[config.mk]
export PLATFORM = sky130hd
export DESIGN_NAME = pd_chunk_assembler
export DESIGN_NICKNAME = d
export VERILOG_FILES = /design/src/rtl/pd_pkg.sv /design/src/rtl/pd_chunk_assembler.sv
export SDC_FILE = /design/constraint.sdc
export NUM_CORES = 1
export LEC_CHECK = 0
export CORE_AREA = 2 2 262 264
export CTS_CLUSTER_SIZE = 14
export DETAILED_ROUTE_END_ITERATION = 8
export DIE_AREA = 0 0 264 266
export MAX_ROUTING_LAYER = met4
export PLACE_DENSITY = 0.67
export SLEW_MARGIN = 5
export SYNTH_ARGS = -nofsm -noshare
export SYNTH_HDL_FRONTEND = slang
export SYNTH_SLANG_ARGS = --single-unit
[constraint.sdc]
create_clock -name clk -period 2.3 [get_ports clk]
set_input_delay 0.46 -clock clk [delete_from_list [all_inputs] [get_ports clk]]
set_output_delay 0.46 -clock clk [all_outputs]
set_load 0.02 [all_outputs]
[src/rtl/pd_pkg.sv]
// -----------------------------------------------------------------------------
// pd_pkg
// Shared definitions for the packet-decoder chunk path: header geometry,
// hash_select encodings and the chunk assembler state type.
// -----------------------------------------------------------------------------
package pd_pkg;

  // 640-bit block header = 20 x 32-bit words; the first 16 form chunk_1.
  localparam int PD_HDR_WORDS    = 20;
  localparam int PD_CHUNK1_WORDS = 16;

  // hash_select encodings seen by the chunk decoder / SHA-256 core.
  localparam logic [1:0] HASH_SEL_CHUNK1 = 2'd0;
  localparam logic [1:0] HASH_SEL_CHUNK2 = 2'd1;

  // Assembler sequencing states.
  typedef enum logic [2:0] {
    LOAD1,       // collecting words 0-15
    HASH1,       // chunk_1 hashing, words 16-19 still loading
    HASH1_FULL,  // all 20 words held, chunk_1 hash still running
    WAIT2,       // chunk_1 hashed, waiting for the rest of words 16-19
    HASH2        // padded chunk_2 hashing
  } pd_asm_state_t;

endpackage

[src/rtl/pd_chunk_assembler.sv]
// -----------------------------------------------------------------------------
// pd_chunk_assembler
// Writer side of the packet-decoder chunk path. Collects a 20-word big-endian
// block header from a valid/ready stream, packs words 0-15 into chunk_1 and
// words 16-19 into chunk_2, and sequences chunk_valid / hash_select so the
// hasher consumes chunk_1 first (overlapping the load of words 16-19) and then
// the padded chunk_2.
//
// Ports
//   clk          system clock, rising edge
//   n_rst        asynchronous active-low reset
//   in_valid     in_word carries a header word this cycle
//   in_word      next header word, MSB-first
//   in_ready     block accepts a word this cycle (combinational from state)
//   new_block    synchronous abort/restart, beats every other event
//   hash_done    hasher consumed the presented chunk (1-cycle pulse)
//   chunk_1      header words 0-15, word 0 in [511:480]
//   chunk_2      header words 16-19, word 16 in [127:96]
//   hash_select  0 = chunk_1, 1 = padded chunk_2
//   chunk_valid  chunk data and hash_select are stable and ready to hash
//   block_done   registered pulse the cycle after the chunk_2 hash_done
// -----------------------------------------------------------------------------
module pd_chunk_assembler
  import pd_pkg::*;
#(
  parameter int HDR_WORDS    = PD_HDR_WORDS,
  parameter int CHUNK1_WORDS = PD_CHUNK1_WORDS
) (
  input  logic                        clk,
  input  logic                        n_rst,
  input  logic                        in_valid,
  input  logic [31:0]                 in_word,
  output logic                        in_ready,
  input  logic                        new_block,
  input  logic                        hash_done,
  output logic [32*CHUNK1_WORDS-1:0]  chunk_1,
  output logic [32*(HDR_WORDS-CHUNK1_WORDS)-1:0] chunk_2,
  output logic [1:0]                  hash_select,
  output logic                        chunk_valid,
  output logic                        block_done
);

  localparam int CHUNK2_WORDS = HDR_WORDS - CHUNK1_WORDS;
  localparam int C1_BITS      = 32 * CHUNK1_WORDS;
  localparam int C2_BITS      = 32 * CHUNK2_WORDS;

  pd_asm_state_t       state_q, state_d;
  logic [4:0]          cnt_q, cnt_d;
  logic [C1_BITS-1:0]  chunk1_q, chunk1_d;
  logic [C2_BITS-1:0]  chunk2_q, chunk2_d;
  logic                block_done_q, block_done_d;

  logic accept;
  logic last_of_chunk1;
  logic last_of_header;

  // ---------------------------------------------------------------------------
  // Handshake outputs are a pure function of state.
  // ---------------------------------------------------------------------------
  always_comb begin
    // NOTE: every combinational output gets a default first so no path through
    // the case leaves it unassigned, which would infer a latch.
    in_ready    = 1'b0;
    chunk_valid = 1'b0;
    hash_select = HASH_SEL_CHUNK1;
    unique case (state_q)
      LOAD1:      begin in_ready = 1'b1; end
      HASH1:      begin in_ready = 1'b1; chunk_valid = 1'b1; end
      HASH1_FULL: begin chunk_valid = 1'b1; end
      WAIT2:      begin in_ready = 1'b1; hash_select = HASH_SEL_CHUNK2; end
      HASH2:      begin chunk_valid = 1'b1; hash_select = HASH_SEL_CHUNK2; end
      default:    begin end
    endcase
  end

  // A beat offered alongside new_block is dropped even though in_ready may
  // read high.
  assign accept         = in_valid && in_ready && !new_block;
  assign last_of_chunk1 = (cnt_q == 5'(CHUNK1_WORDS - 1));
  assign last_of_header = (cnt_q == 5'(HDR_WORDS - 1));

  // ---------------------------------------------------------------------------
  // Next-state, counter and packing logic.
  // ---------------------------------------------------------------------------
  always_comb begin
    state_d      = state_q;
    cnt_d        = cnt_q;
    chunk1_d     = chunk1_q;
    chunk2_d     = chunk2_q;
    block_done_d = 1'b0;

    // Word storage. in_ready is low in HASH1_FULL and HASH2, and the counter
    // is already past 15 in HASH1, so chunk_1 cannot change while it is being
    // hashed and neither chunk can change during the chunk_2 hash.
    if (accept) begin
      cnt_d = cnt_q + 5'd1;
      for (int i = 0; i < CHUNK1_WORDS; i++) begin
        if (cnt_q == 5'(i)) chunk1_d[32*(CHUNK1_WORDS-i)-1 -: 32] = in_word;
      end
      for (int j = 0; j < CHUNK2_WORDS; j++) begin
        if (cnt_q == 5'(CHUNK1_WORDS + j)) chunk2_d[32*(CHUNK2_WORDS-j)-1 -: 32] = in_word;
      end
    end

    // hash_done only matters in states presenting a chunk (chunk_valid=1).
    unique case (state_q)
      LOAD1: begin
        if (accept && last_of_chunk1) state_d = HASH1;
      end
      HASH1: begin
        if (accept && last_of_header && hash_done) state_d = HASH2;
        else if (hash_done)                        state_d = WAIT2;
        else if (accept && last_of_header)         state_d = HASH1_FULL;
      end
      HASH1_FULL: begin
        if (hash_done) state_d = HASH2;
      end
      WAIT2: begin
        if (accept && last_of_header) state_d = HASH2;
      end
      HASH2: begin
        if (hash_done) begin
          state_d      = LOAD1;
          cnt_d        = 5'd0;
          block_done_d = 1'b1;
        end
      end
      default: state_d = LOAD1;
    endcase

    // Abort/restart overrides everything computed above.
    if (new_block) begin
      state_d      = LOAD1;
      cnt_d        = 5'd0;
      chunk1_d     = '0;
      chunk2_d     = '0;
      block_done_d = 1'b0;
    end
  end

  // ---------------------------------------------------------------------------
  // State registers.
  // ---------------------------------------------------------------------------
  always_ff @(posedge clk or negedge n_rst) begin
    if (!n_rst) begin
      // NOTE: the chunk registers are plain flops (not a RAM), so they are
      // cleared by reset like the rest of the state; downstream sees zeros.
      state_q      <= LOAD1;
      cnt_q        <= 5'd0;
      chunk1_q     <= '0;
      chunk2_q     <= '0;
      block_done_q <= 1'b0;
    end else begin
      // NOTE: sequential state uses non-blocking assignments only, so every
      // register samples the pre-edge value of every other register.
      state_q      <= state_d;
      cnt_q        <= cnt_d;
      chunk1_q     <= chunk1_d;
      chunk2_q     <= chunk2_d;
      block_done_q <= block_done_d;
    end
  end

  assign chunk_1    = chunk1_q;
  assign chunk_2    = chunk2_q;
  assign block_done = block_done_q;

endmodule

[Word-level counts from Yosys, hierarchy flattened]
Index checks and enable logic that the tools add are counted.
Cells by class
  $add $sub $neg: 1
  eq/ne operators: 28
  reductions and logical operators: 53
  mux-type cells: 43
Operator list (number)
  $mux W512: 2
  $mux W32: 20
  $mux W128: 2
  $reduce_bool A2 Y1: 21
  $eq A5 B4 Y1 const B: 8
  $reduce_and A2 Y1: 20
  $mux W3: 8
  $eq A5 B3 Y1 const B: 4
  $eq A5 B5 Y1 const B: 4
  $mux W5: 4
  $pmux W3 S5: 1
  $ne A3 B3 Y1 const B: 4
  $eq A5 B2 Y1 const B: 2
  $eq A3 B2 Y1 const B: 2
  $mux W1: 6
  $reduce_or A3 Y1: 2
  $add A5 B1 Y5 const B: 1
  $eq A5 B1 Y1 const B: 1
  $logic_and A1 B1 Y1: 5
  $logic_not A5 Y1: 1
  $ne A5 B5 Y1 const B: 1
  $reduce_and A5 Y1: 1
  $eq A3 B1 Y1 const B: 1
  $eq A3 B3 Y1 const B: 1
  3 further kinds: 3
Storage, ports and cells
  register bits: 649
  input port bits: 37
  output and inout port bits: 645

[Logic depth before layout (Yosys ltp)]
  word-level depth: 11
  mapped depth: 9
  mapped depth without buffers: 7

[Least setup slack after synthesis]
No wires, ideal clock.
  path type: register to register
  start point: register cnt_q[3]
  end point: register state_q[0]
  cell stages (with the launch flop): 8
  setup time: 0.125 ns
  slack: 0.141 ns
  path buffers: 2
  clock period less this slack: 2.159 ns
  data arrival time: 2.034 ns
  cell sequence: dfrtp_1 > clkbuf_1 > clkbuf_1 > and3_1 > ha_1 > nor3_1 > a221oi_1 > mux2_2
Between the ends
  longest elaborated chain between the ends: 6
  elaborated cells between the ends (all ways): 12
  classes of those cells: eq/ne: 5; mux: 3; reduce/logical: 4
RTL lines
  start: declaration: RTL line pd_chunk_assembler.sv:48  | logic [4:0] cnt_q, cnt_d;
  start signal: assignment: RTL line pd_chunk_assembler.sv:157  | cnt_q <= cnt_d;
  $eq A5 B5 Y1: RTL line pd_chunk_assembler.sv:80  | assign last_of_header = (cnt_q == 5'(HDR_WORDS - 1));
  $logic_and A1 B1 Y1: RTL line pd_chunk_assembler.sv:111, pd_chunk_assembler.sv:113, pd_chunk_assembler.sv:119
  $logic_and A1 B1 Y1: RTL line pd_chunk_assembler.sv:111  | if (accept && last_of_header && hash_done) state_d = HASH2;
  $mux W3: RTL line pd_chunk_assembler.sv:111
  $pmux W3 S5: RTL line pd_chunk_assembler.sv:106  | unique case (state_q)
  $mux W3: RTL line pd_chunk_assembler.sv:132  | if (new_block) begin
  end signal: assignment: RTL line pd_chunk_assembler.sv:156  | state_q <= state_d;
  end: declaration: RTL line pd_chunk_assembler.sv:47  | pd_asm_state_t state_q, state_d;
Several ways; a longest one is shown, not always the timed one.
A chain may end at the register's enable or synchronous reset.

[Worst setup path in the final report]
  start point: register state_q[2]
  end point: output port in_ready
Between the ends
  longest elaborated chain between the ends: 3
  elaborated cells between the ends (all ways): 5
  classes of those cells: eq/ne: 2; mux: 1; reduce/logical: 2
RTL lines
  $eq A3 B2 Y1, or another cell as far along: RTL line pd_chunk_assembler.sv:66  | unique case (state_q)
  $reduce_or A3 Y1 (no line) (*)
  $mux W1 (*): RTL line pd_chunk_assembler.sv:66
  end: declaration: RTL line pd_chunk_assembler.sv:33  | output logic in_ready,
Every way passes the cells marked *; elsewhere a longest branch is shown, timed or not.

==> flow_metrics.py <==
metrics = {
    "pwr": {
        "p_int_mw": 19.5,
        "switching_share": 0.264,
        "total_power_mw": 26.5,
        "seq_power_share": 0.446,
        "power.switching_mw": 6.99,
        "p_per_area_nw_per_um2": 713,
        "p_leak_nw": 15.1,
        "p_comb_frac": 0.115,
        "clockPowerShare": 0.438,
        "ir_drop_uv": 498,
    },
    "critical_path": {
        "end_kind": "output port",
        "path_cells": "buf_4, nor2_1, clkdlybuf4s15_1",
        "slowest_delay_ps": 480,
        "cpMaxStageDelayCell": "dfrtp_1",
        "cp.arrival_ps": 1760,
        "crit_required_ps": 1840,
        "cp-start-kind": "flip-flop",
        "cp_max_fo": 9,
        "critPathKind": "flip-flop to output port",
    },
    "placement": {
        "port_buffers": 680,
        "dp_hpwl_um": 66500,
        "dpl_cell_area_um2": 34700,
        "gp_congestion": 0.844,
        "dp_cells": 4369,
    },
    "clocking": {
        "cts_tree": "done",
        "clock_path_buffers": 3,
        "clockRootBuffer": "clkbuf_16",
        "clkLatencyLatePin_ps": 610,
        "cts.clk_slew.worst_paths_ps": 50,
        "htreeDepth": 3,
        "cts_buffers": 72,
        "cts.sinks": 649,
    },
    "cells_and_area": {
        "final_core_util": 0.549,
        "drive_gt1_frac": 0.0782,
        "fillers": 6091,
        "finalNonFillerCells": 4505,
        "nets": 3611,
        "fin_area_um2": 37200,
        "area_growth_pct": 42.4,
    },
    "floorplan": {
        "rows": 96,
        "die_area_um2": 70200,
        "core_area_um2": 67700,
        "ioPinCount": 682,
        "initial_core_util": 0.385,
        "die_h_um": 266,
        "die_w_um": 264,
    },
    "sta": {
        "rsz0062_at_grt": "false",
        "max_freq_mhz": 451,
        "setup_viol": 0,
        "worst_slew_pin_slew_ps": 1150,
        "fin_hold_ws_ps": 135,
        "finalCriticalPeriod_ps": 2220,
        "finalMaxSlewViolations": 0,
        "fin_crit_sh": 0.965,
        "relSlewSlack": 0.231,
        "skew_ps": 34.5,
        "finalHoldViolCount": 0,
    },
    "synthesis": {
        "synth.most_common_cell": "nand2_1",
        "synthesis.area_um2": 26100,
        "synth_area_leader_cell": "dfrtp_1",
        "synth_top_cell_area_share": 0.622,
        "ys_types": 39,
        "syn-instance-count": 2962,
        "ys_async_sr_fraction": 1.00,
        "synth-edff-count": 0,
        "synth_flop_cell": "dfrtp_1",
        "ys_ff_latch": 649,
        "seq_area_frac_synth": 0.622,
        "yosysWarnings": 0,
        "postSynthAreaPerCell_um2": 8.81,
        "synth_area_leaders": "dfrtp_1 62%, nand2_1 19%, a21oi_1 12%",
        "synthesis.nets": 3004,
        "synth_commonest_cells": "1,293 x nand2_1, 649 x dfrtp_1, 642 x a21oi_1",
    },
    "route": {
        "wl_per_cell_um": 22.9,
        "viasPerCell": 5.29,
        "drt_iter0_drc": 2568,
        "drt_first_pass_iters": 5,
        "ant_nets": 0,
        "drc": 0,
        "num_vias": 23900,
        "totalWireLength_um": 103000,
    },
    "grt": {
        "grt_start_max_net_pins": 234,
        "grt_overflow": 0,
        "grt_pass1_vias": 22900,
        "grt_usage": 0.293,
        "grt_first_pass_wirelength_um": 150000,
        "grt_antenna_before_repair": 2,
    },
    "hold_path": {
        "hp-class": "primary input to flip-flop",
    },
    "outcome": {
        "status": "finished clean",
    },
    "job": {
        "max_cap_violations": 0,
    },
}
==> placed cells by master, fill, tap and decap left out, types with 2 or more instances in the layout <==
cell / count
and2_1: 6
clkbuf_8: 14
dfrtp_1: 646
a21oi_1: 638
xor2_1: 2
inv_1: 4
and3_1: 9
o21ai_0: 3
bufinv_16: 4
nor2b_1: 3
ha_1: 5
diode_2: 2
clkdlybuf4s50_1: 674
nand3_1: 5
a21oi_2: 4
dfrtp_2: 3
clkinv_2: 15
nor3_4: 2
buf_4: 71
buf_8: 2
nand2b_1: 4
or3_1: 2
clkbuf_16: 74
clkbuf_1: 12
nor2_1: 11
nand2_1: 1293
a31o_2: 2
nor3_1: 4
inv_6: 4
nand3_2: 5
and3_2: 3
xnor2_1: 3
buf_12: 65
==> final timing paths <==
kind                              start            to  slack, ps  depth (start not counted)
setup / recovery             state_q[2]      in_ready         80                          3
hold / removal                new_block    block_done        140                          2
setup reg to reg               cnt_q[1]  chunk_1[483]        150                         10
hold reg to reg            chunk_1[451]  chunk_1[451]        520                          2
max in group asynchronous         n_rst  chunk_1[346]       1080                          4
min in group asynchronous         n_rst   chunk_2[21]        330                          2
==> flip-flops by register name (all words and copies together), names as in the netlist <==
register and flops:
cnt_q 5, state_q 3, block_done 1, chunk_2 128
chunk_1 512
==> timing repair <==
action,4_1_cts,5_1_grt
resized for setup,12,14
endpoints found under the setup margin,3,66
hold buffers,1,0
pin swaps,0,1
cloned,0,1
endpoints found under the hold margin,28,0
buffers inserted,0,6
==> through the flow <==
stage / setup WS [ps] / setup TNS (ps)
after detailed placement: -94.0 / -7280
after CTS: 5.56 / 0
after floorplan: 141 / 0
final: 80.8 / 0
after global routing: 6.72 / 0
after global placement: -73.4 / -2170
==> kinds of logic after synthesis <==
family | Yosys count | share of synthesized area
AO/OA/AOI/OAI | 654 | 0.127
XOR/XNOR | 5 | 0.00168
adder cells (fa/ha/maj) | 5 | 0.00240
buffers and inverters | 289 | 0.0451
flip-flops | 649 | 0.622
multiplexers | 2 | 0.000815
other | 1 | 0.000144
AND/OR/NAND/NOR | 1357 | 0.201
==> critical path, delay by kind of cell (launching register included) <==
family / cells / cell delay (ps)
buf+inv: 2 / 600
flops: 1 / 480
simple gates: 1 / 110
==> power by group through the flow <==
stage | clock network (mW) | logic [mW] | registers, mW
5_1_grt | 12.3 | 3.27 | 11.9
6_report | 11.6 | 3.06 | 11.8
4_1_cts | 11.8 | 2.95 | 11.8
3_5_place_dp | 0 | 2.97 | 12.0
2_1_floorplan | 0 | 1.09 | 12.2
3_3_place_gp | 0 | 2.96 | 12.0
==> final cells by class <==
class                   count  area (um2)  area share
diodes                      2        5.00    0.000135
well taps                 882        1100      0.0297
clock inverters            27         304     0.00818
repair buffers            818        8680       0.234
inverters                   4        15.0    0.000404
clock buffers              99        2060      0.0556
flip-flops and latches    649       16200       0.437
multi-input cells        2024        8740       0.235
==> layer usage <==
| layer | global-route usage | routed length (um) |
|---|---|---|
| met5 | - | 0 |
| met4 | 0.157 | 5840 |
| met3 | 0.0540 | 7960 |
| met2 | 0.457 | 49300 |
| met1 | 0.365 | 39900 |
(Power assumes the default switching activity.)
